--- src/rtl/stream_demux2_buf_pkg.sv ---
// stream_demux2_buf_pkg: shared default sizing for the buffered 1-to-2 stream demux.
package stream_demux2_buf_pkg;
  localparam int DEMUX_NBITS_DEFAULT = 4;
  localparam int DEMUX_DEPTH_DEFAULT = 2;
endpackage

--- src/rtl/stream_demux2_buf_fifo.sv ---
// stream_fifo: val/rdy FIFO with separate count so full and empty stay distinct when pointers meet.
module stream_fifo
  import stream_demux2_buf_pkg::*;
#(
  parameter int NBITS = DEMUX_NBITS_DEFAULT,
  parameter int DEPTH = DEMUX_DEPTH_DEFAULT,
  localparam int PW = $clog2(DEPTH),
  localparam int CW = $clog2(DEPTH + 1)
) (
  input  logic             clk,
  input  logic             reset,
  input  logic             enq_val,
  input  logic [NBITS-1:0] enq_data,
  output logic             full,
  output logic             deq_val,
  input  logic             deq_rdy,
  output logic [NBITS-1:0] deq_data,
  output logic [CW-1:0]    count
);
  logic [NBITS-1:0] mem_q [DEPTH];
  logic [PW-1:0] head_q, head_d, tail_q, tail_d;
  logic [CW-1:0] count_q, count_d;
  logic do_enq, do_deq;
  assign full     = count_q == CW'(DEPTH);
  assign deq_val  = count_q != '0;
  assign deq_data = deq_val ? mem_q[head_q] : '0;
  assign count    = count_q;
  assign do_enq   = enq_val && !full;
  assign do_deq   = deq_val && deq_rdy;
  always_comb begin
    head_d  = do_deq ? head_q + 1'b1 : head_q;
    tail_d  = do_enq ? tail_q + 1'b1 : tail_q;
    count_d = count_q + CW'(do_enq) - CW'(do_deq);
  end
  always_ff @(posedge clk or negedge reset) begin
    if (!reset) begin
      mem_q   <= '{default: '0};
      head_q  <= '0;
      tail_q  <= '0;
      count_q <= '0;
    end else begin
      if (do_enq) mem_q[tail_q] <= enq_data;
      head_q  <= head_d;
      tail_q  <= tail_d;
      count_q <= count_d;
    end
  end
endmodule

--- src/rtl/stream_demux2_buf.sv ---
// stream_demux2_buf: steers one val/rdy stream into two independently buffered outputs by in_sel.
module stream_demux2_buf
  import stream_demux2_buf_pkg::*;
#(
  parameter int NBITS = DEMUX_NBITS_DEFAULT,
  parameter int DEPTH = DEMUX_DEPTH_DEFAULT,
  localparam int CW = $clog2(DEPTH + 1)
) (
  input  logic             clk,
  input  logic             reset,
  input  logic             in_val,
  output logic             in_rdy,
  input  logic             in_sel,
  input  logic [NBITS-1:0] in_data,
  output logic             out0_val,
  input  logic             out0_rdy,
  output logic [NBITS-1:0] out0_data,
  output logic             out1_val,
  input  logic             out1_rdy,
  output logic [NBITS-1:0] out1_data,
  output logic [CW-1:0]    out0_count,
  output logic [CW-1:0]    out1_count
);
  logic full0, full1, acc;
  // Readiness follows the selected side only, so a stalled path never blocks the other.
  assign in_rdy = reset && !(in_sel ? full1 : full0);
  assign acc    = in_val && in_rdy;

  stream_fifo #(.NBITS(NBITS), .DEPTH(DEPTH)) u_fifo0 (
    .clk(clk), .reset(reset),
    .enq_val(acc && !in_sel), .enq_data(in_data), .full(full0),
    .deq_val(out0_val), .deq_rdy(out0_rdy), .deq_data(out0_data), .count(out0_count)
  );

  stream_fifo #(.NBITS(NBITS), .DEPTH(DEPTH)) u_fifo1 (
    .clk(clk), .reset(reset),
    .enq_val(acc && in_sel), .enq_data(in_data), .full(full1),
    .deq_val(out1_val), .deq_rdy(out1_rdy), .deq_data(out1_data), .count(out1_count)
  );
endmodule

--- config.mk ---
export PLATFORM = sky130hd
export DESIGN_NAME = stream_demux2_buf
export DESIGN_NICKNAME = d
export VERILOG_FILES = /design/src/rtl/stream_demux2_buf_pkg.sv /design/src/rtl/stream_demux2_buf_fifo.sv /design/src/rtl/stream_demux2_buf.sv
export SDC_FILE = /design/constraint.sdc
export NUM_CORES = 1
export LEC_CHECK = 0
export CAP_MARGIN = 20
export CORE_ASPECT_RATIO = 0.7
export CORE_MARGIN = 10
export CORE_UTILIZATION = 53
export DETAILED_ROUTE_END_ITERATION = 8
export GPL_TIMING_DRIVEN = 0
export PLACE_DENSITY = 0.86
export RECOVER_POWER = 50
export SLEW_MARGIN = 25
export SYNTH_ARGS = -nofsm -noshare
export SYNTH_HDL_FRONTEND = slang
export SYNTH_SLANG_ARGS = --single-unit
--- constraint.sdc ---
create_clock -name clk -period 2.9 [get_ports clk]
set_input_delay 0.435 -clock clk [delete_from_list [all_inputs] [get_ports clk]]
set_output_delay 0.435 -clock clk [all_outputs]
set_load 0.005 [all_outputs]
# [Yosys cells after proc, flatten, opt, wreduce, memory -nomap -nowiden]
# Cells that the tools add are included.
[totals] input_bits=10 register_bits=24 out_inout_bits=15
[op_classes] eq_ne=2 bitwise=4 n_mux=15 order_cmp=6 add_sub_neg=8 n_reduce_logical=16
[op_table] cell="two-way mux 4 bit" count=10
[op_table] cell="bitwise mux 8 bit" count=2
[op_table] cell="logical AND 1 bit" count=10
[op_table] cell="demux 4 bit (select 1 bit)" count=2
[op_table] cell="greater-or-equal comparator 2 bit, second input constant" count=4
[op_table] cell="NOT 1 -> 2 bit" count=4
[op_table] cell="adder 1 bit, second input constant" count=4
[op_table] cell="adder 2 x 1 -> 2 bit" count=2
[op_table] cell="equality test 2 bit, second input constant" count=2
[op_table] cell="logical NOT 1 bit" count=4
[op_table] cell="less-than comparator 2 x 1 -> 1 bit, second input constant" count=2
[op_table] cell="nonzero test 2 bit" count=2
[op_table] cell="subtractor 2 x 1 -> 2 bit" count=2
[op_table] cell="two-way mux 1 bit" count=1

# [Longest topological paths before layout]
[logic_depth] ltp_word=9 ltp_mapped=7

# [Hierarchy]
# From an unflattened synthesis, not the netlist that was laid out.
[hier_totals] cells_unflattened=95 area_unflattened_um2=1216.2
[modules_own_cells] module="stream_fifo" cells_per_inst=45 area_per_inst_um2=591.8 instances=2 seq_area_each_um2=300.3
[modules_own_cells] module="stream_demux2_buf" cells_per_inst=5 area_per_inst_um2=32.5 instances=1 seq_area_each_um2=0.0

# [Worst setup path before layout]
# OpenSTA, ideal clock, no wires.
[synth_timing] path_kind="register to register" from="register u_fifo0.count_q[1], in the netlist u_fifo0.count[1]" to="register u_fifo0.count_q[1], in the netlist u_fifo0.count[1]" setup_time_ns=0.080 t_required_ns=2.820 slack_ns=1.254 path_stages_with_launch=8 t_arrival_ns=1.566 path_cell_list="dfrtp_1 nor2_1 nor2b_1 ha_1 inv_1 ha_1 xnor2_1 xnor2_1"
[synth_between] word_cells_on_any_way=12 classes_between="add/sub (2); eq/ne (1); mux (1); reduce/logical (8)"
[synth_rtl] element="start: declaration" line="stream_demux2_buf_fifo.sv:22" text="logic [CW-1:0] count_q, count_d;"
[synth_rtl] element="start signal: assignment" line="stream_demux2_buf_fifo.sv:45" text="count_q <= count_d;"
[synth_rtl] element="nonzero test 2 bit" line="stream_demux2_buf_fifo.sv:25" text="assign deq_val = count_q != '0;"
[synth_rtl] element="logical AND 1 bit" line="stream_demux2_buf_fifo.sv:29" text="assign do_deq = deq_val && deq_rdy;"
[synth_rtl] element="net u_fifo0.do_deq" line="stream_demux2_buf_fifo.sv:23" text="logic do_enq, do_deq;"
[synth_rtl] element="subtractor 2 x 1 -> 2 bit" line="stream_demux2_buf_fifo.sv:33" text="count_d = count_q + CW'(do_enq) - CW'(do_deq);"
[synth_rtl] element="net u_fifo0.count_d[1]" line="stream_demux2_buf_fifo.sv:22"
# The timed path passes the listed nets, and every way through them passes these cells.
# A chain may end at the register's enable or synchronous reset.

# [Final worst setup path]
[layout_timing] from="input in_sel" to="output in_rdy"
[layout_between] elab_chain_cells=3
[layout_lines] element="start: declaration" line="stream_demux2_buf.sv:13" text="input logic in_sel,"
[layout_lines] element="two-way mux 1 bit" line="stream_demux2_buf.sv:26" text="assign in_rdy = reset && !(in_sel ? full1 : full0);"
[layout_lines] element="logical NOT 1 bit" line="stream_demux2_buf.sv:26"
[layout_lines] element="logical AND 1 bit" line="stream_demux2_buf.sv:26"
[layout_lines] element="end: declaration" line="stream_demux2_buf.sv:12" text="output logic in_rdy,"
# No other way between the ends.

==> reports/qor.yml <==
grt_antenna_before_repair: 0
die_width_um: 76.8
p_comb_share_pct: 48.8
die_area_mm2: 0.00459
grt_max_degree: 28
outcome: "completed"
cts_root_buf: "clkbuf_4"
fmax_mhz: 424
drt-wirelength-per-cell_um: 15.2
slew_violations: 0
first_global_vias: 825
fin_skew_ns: 0.0108
finalPower_uw: 1670
syn_to_final_growth_pct: 27.1
max-vdd-ir-drop_mv: 0.590
mappedNetlistNets: 107
seq_area_frac_synth_pct: 50.1
synth-main-ff-cell: "dfrtp_1"
async_flop_share_pct: 100
critPathTopFamily: "buffers and inverters"
cts_max_level: 1
synthCells: 93
port-buffer-count: 24
min_period_over_period_pct: 81.3
internal_power_uw: 1150
cts_setup_buffers: 0
hold_buffers: 0
synth.most_common_cell: "dfrtp_1"
hold_class: "input pin to asynchronous set/reset pin"
ys_top_cells_by_area: "dfrtp_1 (50%), mux2_2 (11%), mux2i_1 (7.5%)"
tightest_slew_ns: 0.608
cts-buffers-inserted: 3
syn_area_per_cell_um2: 12.9
fin_cells: 153
grt_remaining_overflow: 0
dp_cells: 149
cap_violations: 0
cts_sinks: 24
sw_frac_of_total_pct: 31.2
synth_edf_count: 0
totalWireLength_mm: 2.32
n_antenna_cell: 0
layout.nets: 136
slowest_stage: "clkdlybuf4s50_1"
yosysWarnings: 0
start_kind: "input pin"
grt_pass1_wl_mm: 3.95
drt_iter0_markers: 27
firstDrtPassIters: 3
synth_area_mm2: 0.00120
rsz0062_at_grt: "false"
seqPwrFrac_pct: 36.7
crit_path_max_incr_delay_ns: 0.64
min_period_ns: 2.36
final_util_pct: 70.7
place_ws_ns: 0.530
synth_top_area_share_pct: 50.1
io_pins: 25
drc_errors: 0
start_util_pct: 55.6
ant_nets: 0
switchingPower_uw: 521
drive_above_1_share_pct: 21.5
final_design_area_no_fill_mm2: 0.00152
track_usage_pct: 10.6
crit_chain: "clkdlybuf4s50_1 -> mux2i_1 -> and2_1 -> clkdlybuf4s50_1"
critPathKind: "input pin to primary output"
power_density_mw_per_mm2: 1090
clkLatencyLatePin_ns: 0.32
routed_via_density: 4.92
cp-end-kind: "primary output"
clockBufferDepth: 2
setup_slack_ns: 0.543
hold_viol: 0
required_ns: 2.47
vias: 753
dpl-instance-area_mm2: 0.00147
die-height_um: 59.8
hpwl_mm: 1.85
crit_arrival_ns: 1.92
clockPowerShare_pct: 14.5
clk_pin_slew_ns: 0.13
ys_top_cells_by_count: "dfrtp_1 (24), mux2_2 (12), nor2_1 (11)"
power_leakage_uw: 0.000697
path_buf_inv: 2
cp_common_cell: "clkdlybuf4s50_1"
gp_congestion: 0.709
ys_ff_latch: 24
crit_fanout: 7
cts_tree: "built"
row_count: 14
slew_headroom_pct: 59.4
yosysTopAreaCell: "dfrtp_1"
core_mm2: 0.00215
ys_types: 21
setup_viol: 0
ctsResizeCount: 0
power groups by stage:
| stage | Combinational [uW] | Sequential, uW | Clock (uW) |
|---|---|---|---|
| global placement | 801 | 609 | 0 |
| detailed placement | 838 | 621 | 0 |
| floorplan | 463 | 595 | 0 |
| global route | 895 | 639 | 259 |
| finish | 814 | 612 | 241 |
| CTS | 844 | 614 | 247 |
final cells by class:
type | instances | area [um2]
plain buffers | 3 | 18.8
clock buffers | 3 | 22.5
clock inverters | 1 | 30.0
fillers | 165 | 631
inverters | 6 | 22.5
multi-input cells | 60 | 554
flip-flops and latches | 24 | 601
well taps | 32 | 40.0
repair buffers | 24 | 235
metal layers:
metal | global-route usage [%] | share of wire [%]
met5 | 0 | 0
met4 | 2.37 | 0.90
met3 | 4.79 | 6.5
met2 | 18.8 | 48
met1 | 11.7 | 45
through the flow:
stage	setup TNS, ns	hold slack (ns)
after floorplan	0	0.139
after global placement	-1.11	0.484
after CTS	0	0.104
after global routing	0	0.116
final	0	0.0827
after detailed placement	0	0.468
state kept, by name, summed over array words and instances, names as in the netlist:
signal,cells
u_fifo0.mem_q,8
u_fifo0.tail_q,1
u_fifo1.head_q,1
u_fifo1.mem_q,8
u_fifo0.count,2
u_fifo1.tail_q,1
u_fifo1.count,2
u_fifo0.head_q,1
layout by cell type (no fill, tap or decap):
cell	netlist	layout
nor2_1	11	11
mux2_2	12	12
clkdlybuf4s50_1	0	21
xor2_1	4	4
mux2_4	4	4
xnor2_1	4	4
bufinv_16	0	1
nor3_1	1	1
inv_1	6	6
nor4b_2	1	1
and2b_4	1	1
and2_1	1	1
ha_1	4	4
or4_4	1	1
clkbuf_1	2	2
buf_6	1	1
nand2_1	0	1
nor2b_1	3	3
nor3b_1	1	1
mux2i_1	9	9
clkbuf_4	0	3
buf_2	0	1
dfrtp_1	24	24
nand4_1	1	1
dlygate4sd3_1	0	2
nor4b_4	1	1
path summary, 6_finish.rpt:
check,startpoint,to,slack [ns],cells past startpoint
setup / recovery,in_sel,in_rdy,0.54,4
setup reg to reg,u_fifo1.count[1]$_DFF_PN0_,u_fifo1.count[1]$_DFF_PN0_,1.02,7
hold / removal,reset,u_fifo0.mem_q[7]$_DFFE_PN0P_,0.08,1
max in group asynchronous,reset,u_fifo1.tail_q$_DFFE_PN0N_,2.43,1
min in group clk,u_fifo0.tail_q$_DFFE_PN0N_,u_fifo0.tail_q$_DFFE_PN0N_,0.51,1
hold reg to reg,u_fifo0.tail_q$_DFFE_PN0N_,u_fifo0.tail_q$_DFFE_PN0N_,0.51,1
cell families after synthesis:
kind of cell	count (synthesis)	synth area share, %
multiplexers	25	23.8
buffers and inverters	9	3.44
flip-flops	24	50.1
AND/OR/NAND/NOR	23	12.6
XOR/XNOR	8	5.84
adder cells (fa/ha/maj)	4	4.18
worst register-to-register path, stage by stage (launching register included):
cell     delay (ns)
dfrtp_1        0.44
nor2_1         0.36
nor2b_1        0.16
ha_1           0.30
inv_1          0.04
ha_1           0.19
xnor2_1        0.18
xnor2_1        0.14
Power figures use the tool's default switching activity.
